<file path="config.mk">
export PLATFORM = sky130hd
export DESIGN_NAME = sr_req_arbiter
export DESIGN_NICKNAME = d
export VERILOG_FILES = /design/src/rtl/sr_req_arbiter_pkg.sv /design/src/rtl/sr_req_arbiter_t_ff_cell.sv /design/src/rtl/sr_req_arbiter.sv
export SDC_FILE = /design/constraint.sdc
export NUM_CORES = 1
export LEC_CHECK = 0
export ABC_AREA = 1
export CELL_PAD_IN_SITES_DETAIL_PLACEMENT = 1
export CELL_PAD_IN_SITES_GLOBAL_PLACEMENT = 1
export CORE_ASPECT_RATIO = 1.1
export CORE_MARGIN = 1
export CORE_UTILIZATION = 48
export CTS_BUF_LIST = sky130_fd_sc_hd__clkbuf_16
export DETAILED_ROUTE_END_ITERATION = 8
export DONT_BUFFER_PORTS = 1
export GPL_TIMING_DRIVEN = 0
export PLACE_DENSITY_LB_ADDON = 0.1
export SYNTH_ARGS = -nofsm -noshare
export SYNTH_HDL_FRONTEND = slang
export SYNTH_SLANG_ARGS = --single-unit
</file>
<file path="constraint.sdc">
create_clock -name clk -period 4.3 [get_ports clk]
set_input_delay 0.215 -clock clk [delete_from_list [all_inputs] [get_ports clk]]
set_output_delay 0.215 -clock clk [all_outputs]
set_load 0.1 [all_outputs]
</file>
<file path="src/rtl/sr_req_arbiter_pkg.sv">
// Shared definitions for the SR request arbiter: FSM state encoding and
// default parameter values used by the arbiter and its testbench.
package sr_req_arbiter_pkg;

    localparam int DEF_N_REQ = 4;
    localparam int DEF_CNT_W = 8;

    typedef enum logic [1:0] {
        ST_IDLE   = 2'd0,
        ST_GRANT  = 2'd1,
        ST_UPDATE = 2'd2,
        ST_ACK    = 2'd3
    } state_t;

endpackage : sr_req_arbiter_pkg

</file>
<file path="src/rtl/sr_req_arbiter_t_ff_cell.sv">
// Toggle flip-flop holding the shared flag; toggles on t, clears on reset.
module t_ff_cell (
    input  logic clk,
    input  logic rst,
    input  logic t,
    output logic q
);

    // NOTE: sequential state uses non-blocking assignments so every flop
    // samples the pre-edge values regardless of block evaluation order.
    always_ff @(posedge clk or negedge rst) begin
        if (!rst) begin
            q <= 1'b0;
        end else if (t) begin
            q <= ~q;
        end
    end

endmodule : t_ff_cell

</file>
<file path="src/rtl/sr_req_arbiter.sv">
// Round-robin arbiter giving N_REQ requesters set/reset access to one shared
// flag; each operation walks IDLE -> GRANT -> UPDATE -> ACK.
module sr_req_arbiter
    import sr_req_arbiter_pkg::*;
#(
    parameter int N_REQ = DEF_N_REQ,
    parameter int CNT_W = DEF_CNT_W
) (
    input  logic             clk,
    input  logic             rst,
    input  logic [N_REQ-1:0] req,
    input  logic [N_REQ-1:0] op,
    output logic [N_REQ-1:0] gnt,
    output logic [N_REQ-1:0] ack,
    output logic             busy,
    output logic             q,
    output logic             q_bar,
    output logic [CNT_W-1:0] conflict_cnt
);

    localparam int PTR_W = (N_REQ > 1) ? $clog2(N_REQ) : 1;

    state_t           state;
    state_t           state_nxt;
    logic [PTR_W-1:0] ptr;
    logic [PTR_W-1:0] winner;
    logic [PTR_W-1:0] pick;
    logic             pick_vld;
    logic             op_r;
    logic             t;
    logic             conflict;

    // Round-robin search starting one past the last served requester.
    always_comb begin
        int               idx_i;
        logic [PTR_W-1:0] idx;
        idx_i    = 0;
        idx      = '0;
        pick     = '0;
        pick_vld = 1'b0;
        for (int i = 1; i <= N_REQ; i++) begin
            idx_i = (int'(ptr) + i) % N_REQ;
            idx   = PTR_W'(idx_i);
            if (!pick_vld && req[idx]) begin
                pick     = idx;
                pick_vld = 1'b1;
            end
        end
    end

    assign conflict = (|(req & op)) && (|(req & ~op));

    // NOTE: asynchronous active-low reset belongs in the sensitivity list so
    // the state clears without waiting for a clock edge.
    always_ff @(posedge clk or negedge rst) begin
        if (!rst) begin
            state <= ST_IDLE;
        end else begin
            state <= state_nxt;
        end
    end

    // NOTE: every signal gets a default before the case so no path leaves it
    // unassigned, which would otherwise infer a latch.
    always_comb begin
        state_nxt = state;
        gnt       = '0;
        ack       = '0;
        t         = 1'b0;
        unique case (state)
            ST_IDLE: begin
                if (pick_vld) begin
                    state_nxt = ST_GRANT;
                end
            end
            ST_GRANT: begin
                gnt[winner] = 1'b1;
                state_nxt   = req[winner] ? ST_UPDATE : ST_IDLE;
            end
            ST_UPDATE: begin
                gnt[winner] = 1'b1;
                // Toggle only when the requested value differs from q, so S
                // and R can never reach the flop together.
                t           = (op_r & ~q) | (~op_r & q);
                state_nxt   = ST_ACK;
            end
            ST_ACK: begin
                ack[winner] = 1'b1;
                state_nxt   = ST_IDLE;
            end
            default: begin
                state_nxt = ST_IDLE;
            end
        endcase
    end

    always_ff @(posedge clk or negedge rst) begin
        if (!rst) begin
            ptr          <= PTR_W'(N_REQ - 1);
            winner       <= '0;
            op_r         <= 1'b0;
            conflict_cnt <= '0;
        end else begin
            if (state == ST_IDLE && pick_vld) begin
                winner <= pick;
            end
            if (state == ST_GRANT) begin
                op_r <= op[winner];
            end
            if (state == ST_ACK) begin
                ptr <= winner;
            end
            if (state == ST_IDLE && conflict && conflict_cnt != '1) begin
                conflict_cnt <= conflict_cnt + 1'b1;
            end
        end
    end

    t_ff_cell u_flag (
        .clk (clk),
        .rst (rst),
        .t   (t),
        .q   (q)
    );

    assign q_bar = ~q;
    assign busy  = (state != ST_IDLE);

endmodule : sr_req_arbiter

</file>
==> impl_metrics.csv <==
group,metric,value,unit
run_status,status,"finished, violations left",
run_status,violations,"design-rule violations",
placement,gp_congestion,0.834,
floorplanning,coreArea,2750,µm²
worst_setup_path,worst_path_largest_cell_delay,0.99,ns
floorplanning,fp.dieW,53.1,µm
clocking,cts_max_path_buffers,2,
floorplanning,ioPinCount,29,
clocking,clk_pin_slew_worst_paths,0.05,ns
clocking,ctsHtreeMaxLevel,1,
cells_and_area,final_cell_mix,"nand2_1, inv_1, nand2_2",
grt,grtUsageTotal,25.7,%
clocking,cts_tree,"built",
detailed_routing,initialDrtViolationCount,15,
clocking,cts_resized,0,
grt,grt_pass1_vias,1272,
detailed_routing,routed_wl,3460,µm
sta,hold_slack,0.191,ns
detailed_routing,viasPerCell,5.45,
sta,tightest_slew,1.07,ns
worst_setup_path,critPathMaxFanout,10,
placement,dp_slack,1.86,ns
detailed_routing,drc_errors,2,
yosys,yosysSeqAreaShare,29.2,%
cells_and_area,fin_nets,207,
sta,fin_ws,1.83,ns
grt,antenna_found_initial,0,
grt,grt_pass1_wl,5740,µm
yosys,synthFlopType,"dfrtp_1",
clocking,cts-root-buf,"clkbuf_16",
worst_setup_path,cp_slowest_cell,"dfrtp_1",
worst_setup_path,crit_family,"flip-flops",
detailed_routing,firstDrtPassIters,6,
worst_setup_path,startpoint_type,"flop",
worst_setup_path,crit_type,"reg -> reg",
worst_setup_path,cp_data_required_time,4.48,ns
placement,dp.final_hpwl,2680,µm
grt,grt_max_degree,17,
sta,setup_viol,0,
yosys,yosysWarnings,0,
floorplanning,fp.dieH,58.2,µm
yosys,synth_edf_count,0,
clocking,cts_hold_buf,1,
yosys,synth_seq_cells,16,
grt,grt_overflow,0,
clocking,clock-sinks,16,
clocking,clk_latency,0.25,ns
run,max_cap_viol_count,0,
floorplanning,rows,20,
sta,max-slew-margin-rel,28.8,%
yosys,synthArstFlopShare,100,%
yosys,synth_area,1380,µm²
worst_setup_path,path_cells,"ha_1 -> nand3_1 -> nor2_2 -> nand3_1 -> nand3_4 -> buf_8 -> nand2_2 -> nand2_1",
cells_and_area,fillCellCount,354,
detailed_routing,antenna_left,0,
yosys,syn_avg_cell_area,7.46,µm²
sta,setup_tns,0,ns
min_path,hp-class,"in -> reg",
floorplanning,dieArea,3090,µm²
sta,rsz0062_at_grt,"no",
sta,finalHoldViolCount,0,
sta,period_minus_slack,2.47,ns
worst_setup_path,crit_top_cell,"nand3_1",
floorplanning,initial_core_util,50.1,%
sta,maxClockFrequency,405,MHz
clocking,numCtsBuffers,3,
cells_and_area,mostFrequentLayoutCell,"nand2_1",
clocking,postCtsSetupBuffers,0,
cells_and_area,area_growth,10.6,%
detailed_routing,wl_per_cell,15.6,µm
worst_setup_path,end_kind,"flop",
yosys,synth_cell_types,33,
sta,fin_worst_skew,0.00552,ns
worst_setup_path,cp.arrival,2.65,ns
placement,portBuffers,0,
yosys,synth_nets,201,
worst_setup_path,path_buf_inv,1,
detailed_routing,vias,1210,
sta,drv_slew,0,
sta,post-route-period-util,57.5,%
cells_and_area,diodes,0,
cells_and_area,drive_gt1_share,32.8,%
yosys,postSynthCellCount,185,
[area by class of cell]
cell class / count / area [µm²] / share of cell area (%)
multi-input cells: 136 / 838 / 54.9
plain buffers: 5 / 43.8 / 2.87
inverters: 28 / 115 / 7.54
well taps: 33 / 41.3 / 2.70
repair buffers: 1 / 10.0 / 0.656
flip-flops and latches: 16 / 403 / 26.4
clock buffers: 3 / 75.1 / 4.92
[sequential cells by signal, indices dropped and copies added (netlist names), named ones only]
register	cells
winner	2
ptr	2
state	1
u_flag.q	1
conflict_cnt	8
op_r	1
[kinds of logic (layout without fill, tap and decap cells)]
logic type	Yosys count	after routing	synth area share, %
adders and majority gates	6	6	5.44
AOI/OAI and AO/OA	21	21	11.2
DFF	16	16	29.2
and+or+nand+nor	103	103	38.8
buffers and inverters	33	37	11.5
xor gates and xnor gates	6	6	3.81
[worst paths after layout]
kind                                              from                           to  slack [ns]  cells past startpoint
max                        conflict_cnt[1]$_DFFE_PN0P_  conflict_cnt[0]$_DFFE_PN0P_        1.83                      8
min                                              op[3]             op_r$_DFFE_PN0N_        0.19                      2
max reg2reg                conflict_cnt[1]$_DFFE_PN0P_  conflict_cnt[0]$_DFFE_PN0P_        1.83                      8
min reg2reg                           op_r$_DFFE_PN0N_         u_flag.q$_DFFE_PN0P_        0.51                      2
max in group asynchronous                          rst  conflict_cnt[6]$_DFFE_PN0P_        3.33                      1
min in group asynchronous                          rst  conflict_cnt[0]$_DFFE_PN0P_        0.48                      1
[metal layers]
metal / share of wire, % / wire length (µm) / GRT usage [%] / vias to the layer above
li1: - / - / - / 597
met1: 41 / 1430 / 29.2 / 583
met2: 54 / 1860 / 46.7 / 24
met3: 2.4 / 83 / 3.15 / 6
met4: 2.5 / 87 / 11.7 / 0
met5: 0 / 0 / 0 / -
[Yosys cell counts, types with 4 or more instances]
cell type | instances | area (µm²)
nand2_2 | 17 | 106
dfrtp_1 | 14 | 350
ha_1 | 6 | 75.1
inv_1 | 21 | 78.8
xnor2_1 | 4 | 35.0
nand2_1 | 45 | 169
o21ai_2 | 7 | 61.3
nand3_1 | 13 | 65.1
nand2_4 | 4 | 45.0
nor2_1 | 12 | 45.0
inv_2 | 5 | 18.8
nand4_1 | 4 | 25.0
[metrics by stage]
stage	cells	util [%]	instance area, µm²
5_1_grt	222	55.5	1530
6_report	222	55.5	1530
4_1_cts	222	55.5	1530
3_3_place_gp	218	51.6	1420
2_1_floorplan	185	-	1380
3_5_place_dp	218	52.4	1440
[worst reg2reg max path, cell delays in order (launching register included)]
cell	delay, ns
dfrtp_1	0.99
ha_1	0.38
nand3_1	0.12
nor2_2	0.19
nand3_1	0.18
nand3_4	0.22
buf_8	0.17
nand2_2	0.06
nand2_1	0.10
Power is not shown: default switching activity piles up to over one toggle a cycle in this logic, so the estimate is an artifact.
